==> config.mk <==
export PLATFORM = sky130hd
export DESIGN_NAME = md_issue_ctrl
export DESIGN_NICKNAME = d
export VERILOG_FILES = /design/src/rtl/md_issue_ctrl.sv
export SDC_FILE = /design/constraint.sdc
export NUM_CORES = 1
export LEC_CHECK = 0
export ABC_AREA = 1
export CAP_MARGIN = 20
export CORE_MARGIN = 2
export CORE_UTILIZATION = 39
export CTS_CLUSTER_SIZE = 20
export DETAILED_ROUTE_END_ITERATION = 8
export DONT_BUFFER_PORTS = 1
export PLACE_DENSITY = 0.56
export SYNTH_ARGS = -nofsm -noshare
export SYNTH_HDL_FRONTEND = slang
export SYNTH_SLANG_ARGS = --single-unit
==> constraint.sdc <==
create_clock -name clk -period 1.9 [get_ports clk]
set_input_delay 0.285 -clock clk [delete_from_list [all_inputs] [get_ports clk]]
set_output_delay 0.285 -clock clk [all_outputs]
set_load 0.005 [all_outputs]
==> src/rtl/md_issue_ctrl.sv <==
// rtl/md_issue_ctrl.sv - E-stage issue/stall controller for the HI/LO multiply/divide unit
// Drives start/ctrl/A/B, tracks the in-flight op, stalls dependents, keeps watchdog and stall counters.
module md_issue_ctrl #(
  parameter int TIMEOUT = 32,
  parameter int CNT_W   = 32
) (
  input  logic             clk,
  input  logic             reset_n,
  input  logic             req_valid,
  input  logic [2:0]       req_op,
  input  logic             req_read,
  input  logic [31:0]      req_rs,
  input  logic [31:0]      req_rt,
  input  logic             flush,
  output logic             stall,
  output logic             md_start,
  output logic [2:0]       md_ctrl,
  output logic [31:0]      md_A,
  output logic [31:0]      md_B,
  input  logic             md_busy,
  output logic             err_timeout,
  output logic [CNT_W-1:0] stall_cycles
);

  localparam logic [2:0] MT_SET_HI = 3'd5;
  localparam logic [2:0] MT_SET_LO = 3'd6;
  localparam int         WD_W      = (TIMEOUT > 1) ? $clog2(TIMEOUT) : 1;
  localparam logic [WD_W-1:0] WD_LAST = WD_W'(TIMEOUT - 1);

  typedef enum logic [0:0] {IDLE, INFLIGHT} state_t;

  state_t          state, state_d;
  logic [WD_W-1:0] wd_cnt, wd_cnt_d;
  logic            err_set;
  logic            is_set, is_arith, free, issue;

  assign md_ctrl = req_op;
  assign md_A    = req_rs;
  assign md_B    = req_rt;

  // Anything that is not a HI/LO write (including unknown codes) occupies the unit.
  assign is_set   = (req_op == MT_SET_HI) || (req_op == MT_SET_LO);
  assign is_arith = !is_set;

  assign free     = (state == IDLE) || (state == INFLIGHT && !md_busy);
  assign issue    = req_valid && !req_read && !flush && free;
  assign md_start = issue;
  assign stall    = req_valid && !flush && !free;

  always_comb begin
    state_d  = state;
    wd_cnt_d = wd_cnt;
    err_set  = 1'b0;
    case (state)
      IDLE: begin
        if (issue && is_arith) begin
          state_d  = INFLIGHT;
          wd_cnt_d = '0;
        end
      end
      INFLIGHT: begin
        if (md_busy) begin
          if (wd_cnt == WD_LAST) begin
            state_d = IDLE;
            err_set = 1'b1;
          end else begin
            wd_cnt_d = wd_cnt + 1'b1;
          end
        end else if (issue && is_arith) begin
          // Completion cycle doubles as the issue cycle of the next op.
          state_d  = INFLIGHT;
          wd_cnt_d = '0;
        end else begin
          state_d = IDLE;
        end
      end
      default: state_d = IDLE;
    endcase
  end

  always_ff @(posedge clk) begin
    if (!reset_n) begin
      state        <= IDLE;
      wd_cnt       <= '0;
      err_timeout  <= 1'b0;
      stall_cycles <= '0;
    end else begin
      state  <= state_d;
      wd_cnt <= wd_cnt_d;
      if (err_set) err_timeout <= 1'b1;
      if (stall && (stall_cycles != {CNT_W{1'b1}})) stall_cycles <= stall_cycles + 1'b1;
    end
  end

endmodule

# Word level (Yosys, flattened, before mapping)
# Cells that the tools add are included.
# Widths: inputs -> output; s select.
word_totals:
  reg_bits: 39
  latch_bits: 0
  mem_count: 0
  wordCells: 38
  mem_bits_rw: 0
  inputBits: 73
  rom_bits: 0
  out_inout_bits: 102
op_classes:
  bitwise_logic: 1
  eq_ne: 5
  n_reduce_logical: 15
  n_div: 0
  mul: 0
  order_cmp: 0
  mux: 11
  shift: 0
  n_addsub: 2
ops:
  columns: ["op", "n"]
  rows:
  - ["$add 32x1->32 const B", 1]
  - ["$ne 32x32->1 const B", 1]
  - ["$mux 5", 3]
  - ["$pmux 5 s2", 1]
  - ["$logic_and 1x1->1", 8]
  - ["$eq 3x3->1 const B", 2]
  - ["$mux 1", 6]
  - ["$add 5x1->5 const B", 1]
  - ["$eq 5x5->1 const B", 1]
  - ["$logic_not 1->1", 5]
  - ["$ne 3x3->1 const B", 1]
  - ["$logic_or 1x1->1", 2]
  - ["$pmux 1 s2", 1]
  - ["$not 1->1", 1]

# Logic depth before layout (Yosys ltp)
depth:
  word_depth: 8
  mapped_depth: 11
  ltp_nobuf: 11

# Worst setup path before layout
# Ideal clock, no wire load.
synth_timing:
  kind: "reg-to-reg"
  start: "register stall_cycles[0]"
  end: "register stall_cycles[17]"
  setup_slack_ns: 0.190
  synth_period_minus_slack_ns: 1.710
  setup_time_ns: 0.071
  required_ns: 1.829
  path_stages_with_launch: 12
  n_path_buf: 2
  t_arrival_ns: 1.639
  path_cell_list: "dfxtp_1 > ha_1 > inv_4 > nor2_4 > nand2_4 > nor2_4 > nand2_4 > nand2_2 > buf_6 > buf_12 > nand2_1 > a21oi_2"
synth_via:
  elab_chain_len: 2
  elab_cells_between_ends: 3
  classes_between: "add/sub: 1; eq/ne: 1; reduce/logical: 1"
synth_rtl:
  columns: ["element", "line_no", "rtl"]
  rows:
  - ["from (decl)", "22", "output logic [CNT_W-1:0] stall_cycles"]
  - ["from (signal assigned)", "91", "if (stall && (stall_cycles != {CNT_W{1'b1}})) stall_cycles <= stall_cycles + 1'b1;"]
  - ["branches (longest 2 deep; another with $add 32x1->32)", null, null]
# Parallel ways; which one is timed is not known.
# A chain may end at the register's enable or synchronous reset.

# Worst setup path in the final report
layout_timing:
  start: "register stall_cycles[0]"
  end: "register stall_cycles[8]"
# Same word-level chain as after synthesis.

==> summary.md <==
| Metric | Value |
|---|---|
| Status | complete, no violations |
| CTS sink count | 39 |
| Post-synthesis cell area | 0.003072 mm^2 |
| Worst-path clk slew | 80 ps |
| Vias in the first global route | 2457 |
| Setup Viol. Count Final | 0 |
| Root Buffer | clkbuf_8 |
| CTS Buf Count | 5 |
| Worst min-delay path class | input port to flip-flop |
| Post-Syn Nets | roughly 540 |
| Synthesized area per cell | 6.578 um^2 |
| Post-Syn Instances | about 470 |
| R2R cell count | 10 |
| IO buf count | 0 |
| Die height | 92.75 um |
| HPWL Detailed | 5326 um |
| Post-layout nets | 493 |
| CP max FO | 28 |
| Final Max Slew Viols | 0 |
| R2r startpoint | stall_cycles[0] |
| Pwr Density | 492.8 mW/mm^2 |
| Design area | 0.002851 mm^2 |
| Antenna-violating nets left | 0 |
| Worst path required time | 2120 ps |
| Clk pwr share | 0.394 |
| Vias per cell | 4.812 |
| Die Width | approximately 90 um |
| Iteration-0 DRC Markers | 137 |
| Die area | 0.008602 mm^2 |
| CP Launch Type | flip-flop |
| Sw frac | 0.2290 |
| Drt first pass iters | 4 |
| Synth unique cells | 26 |
| Post-synth EDFFs | 0 |
| CTS Buffer Depth | 2 |
| Setup TNS | 0 ps |
| Setup bufs post-CTS | 0 |
| Layout cells sized above 1 | 0.1794 |
| Crit path to | stall_cycles[8] |
| Drt drc | 0 |
| Reg-to-Reg End | stall_cycles[8] |
| Combinational Power Share | 0.024 |
| Worst Path Arrival | around 1900 ps |
| Dominant synthesized flop cell | dfxtp_1 |
| Worst setup path start | stall_cycles[0] |
| First-pass GRT wire length | 11790 um |
| Via count | between 2000 and 3000 |
| Sw Pwr | 0.3218 mW |
| TritonCTS clock tree | done |
| Peak Freq | about 0.58 GHz |
| Clk Latency, worst-skew pair | approximately 300 ps |
| Fin crit period | 1717 ps |
| Commonest non-fill, non-tap cell in the layout | nand2_1 |
| Worst slew pin tran | 526.0 ps |
| Max cap viols | 0 |
| Clock skew | 11.95 ps |
| Initial antenna violation count | 0 |
| Fill cells | 869 |
| Register share of total power | 0.583 |
| Initial Utilization | 0.3996 |
| Maximum vdd drop | 0.0003213 V |
| Grt ovf | 0 |
| Leakage | 1.054 nW |
| Gr usage total | 0.1722 |
| Core area | between 0.007 and 0.008 mm^2 |
| Num ports | 175 |
| N_diodes | 0 |
| Routed WL | 6915 um |
| Sequential area share after synthesis | 0.2542 |
| Most frequent cells in the layout | 151 x nand2_1, 58 x nor2_1, 39 x dfxtp_1 |
| FFs w/ async S/R, synth | 0 |
| Post-synthesis register bit count | 39 |
| GPL Wtd Cong | 0.8419 |
| Worst reg-to-reg setup slack | around 180 ps |
| Internal power | 1.083 mW |
| FP Rows | 32 |
| YS warnings | 0 |
| Placed cell area | 0.002765 mm^2 |
| Rel. slew slack | 0.6457 |
| CP Class | flip-flop to flip-flop |
| Final hold vios | 0 |
| Unrepaired setup endpoints after global routing | no |
| Largest net degree at the start of global routing | 32 |
| CP endpoint kind | flip-flop |
| Final period util | 0.9037 |
| WL per Instance | 13.30 um |
| Area Overhead vs Synth | -7.169% |
| # H-tree levels | 2 |
-- power by group through the flow --
stage | Combinational [mW] | Clock [mW] | Sequential, mW
floorplan | 0.144 | 0 | 0.838
CTS | 0.0335 | 0.579 | 0.819
global route | 0.0368 | 0.609 | 0.819
global placement | 0.0335 | 0 | 0.838
finish | 0.0332 | 0.553 | 0.819
detailed placement | 0.0336 | 0 | 0.838
-- final cells by class --
type                    instances  area [um^2]  area share
repair buffers                 19        155.1     0.05441
clock inverters                 1        5.005    0.001755
inverters                      34        132.6     0.04651
well taps                     102        127.6     0.04476
multi-input cells             318         1574      0.5520
clock buffers                   7        76.32     0.02677
flip-flops and latches         39        780.7      0.2738
-- logic make-up (layout without fill, tap and decap cells) --
group / after synthesis / count (layout) / share of synthesized area
AND/OR/NAND/NOR: 261 / 261 / 0.3690
buffers and inverters: 110 / 61 / 0.2342
AO/OA/AOI/OAI: 40 / 40 / 0.09043
flip-flops: 39 / 39 / 0.2542
XOR/XNOR: 14 / 14 / 0.03992
adder cells (fa/ha/maj): 3 / 3 / 0.01222
-- cells in the mapped netlist, types with 3 or more instances --
master,n,share of area
nand2_2,12,0.024
nor2_2,6,0.012
dfxtp_1,39,0.25
nand3_1,21,0.034
nor2_4,4,0.015
inv_1,32,0.039
nand2_4,4,0.015
xor2_1,9,0.026
clkbuf_1,3,0.0037
nand2_1,151,0.18
nor2_1,59,0.072
a21oi_2,20,0.057
buf_4,68,0.17
a21oi_1,14,0.023
ha_1,3,0.012
o21ai_0,5,0.0081
xnor2_1,5,0.014
-- repair_timing --
item / 4_1_cts / 5_1_grt
endpoints found under the setup margin: 0 / 4
resized for setup: 0 / 3
hold buffers: 0 / 0
endpoints found under the hold margin: 0 / 0
-- through the flow --
| step | instances | hold slack, ps | setup WS, ps | utilization | power, mW |
|---|---|---|---|---|---|
| after global routing | 520 | 100.5 | 11.76 | 0.3709 | 1.465 |
| after global placement | 512 | 408.0 | 178.1 | 0.3597 | 0.8716 |
| final | 520 | 108.0 | 183.0 | 0.3709 | 1.405 |
| after detailed placement | 512 | 410.7 | 150.7 | 0.3597 | 0.8718 |
| after CTS | 520 | 96.00 | 129.6 | 0.3703 | 1.432 |
| after floorplan | 467 | 446.4 | 190.2 | - | 0.9821 |
-- worst max-delay path: stages (launching register included) --
cell	delay, ps
dfxtp_1	330
ha_1	290
inv_4	60
nor2_4	150
nand2_4	80
nor2_4	120
nand2_4	70
nand2_2	110
buf_12	200
nand2_1	90
a21oi_2	140
-- registers in the layout, summed over array words and instances (netlist names) --
name / cells
wd_cnt: 5
state: 1
err_timeout: 1
stall_cycles: 32
-- routing by layer --
layer / track usage / vias up / part of all wire
met5: 0 / - / 0
met4: 0.05760 / 0 / 0.015
met3: 0.06428 / 15 / 0.094
met2: 0.2908 / 86 / 0.47
met1: 0.2011 / 1128 / 0.42
li1: - / 1273 / -
-- worst min-delay path by stage --
stage,start,endpoint,slack (ps),cells after the start
2_1_floorplan,err_timeout,err_timeout,450,2
3_3_place_gp,reset_n,stall_cycles[19],410,2
3_5_place_dp,reset_n,stall_cycles[24],410,2
4_1_cts,reset_n,stall_cycles[24],100,2
5_1_grt,reset_n,stall_cycles[24],100,2
6_report,reset_n,stall_cycles[24],110,2
(Power assumes the default switching activity.)
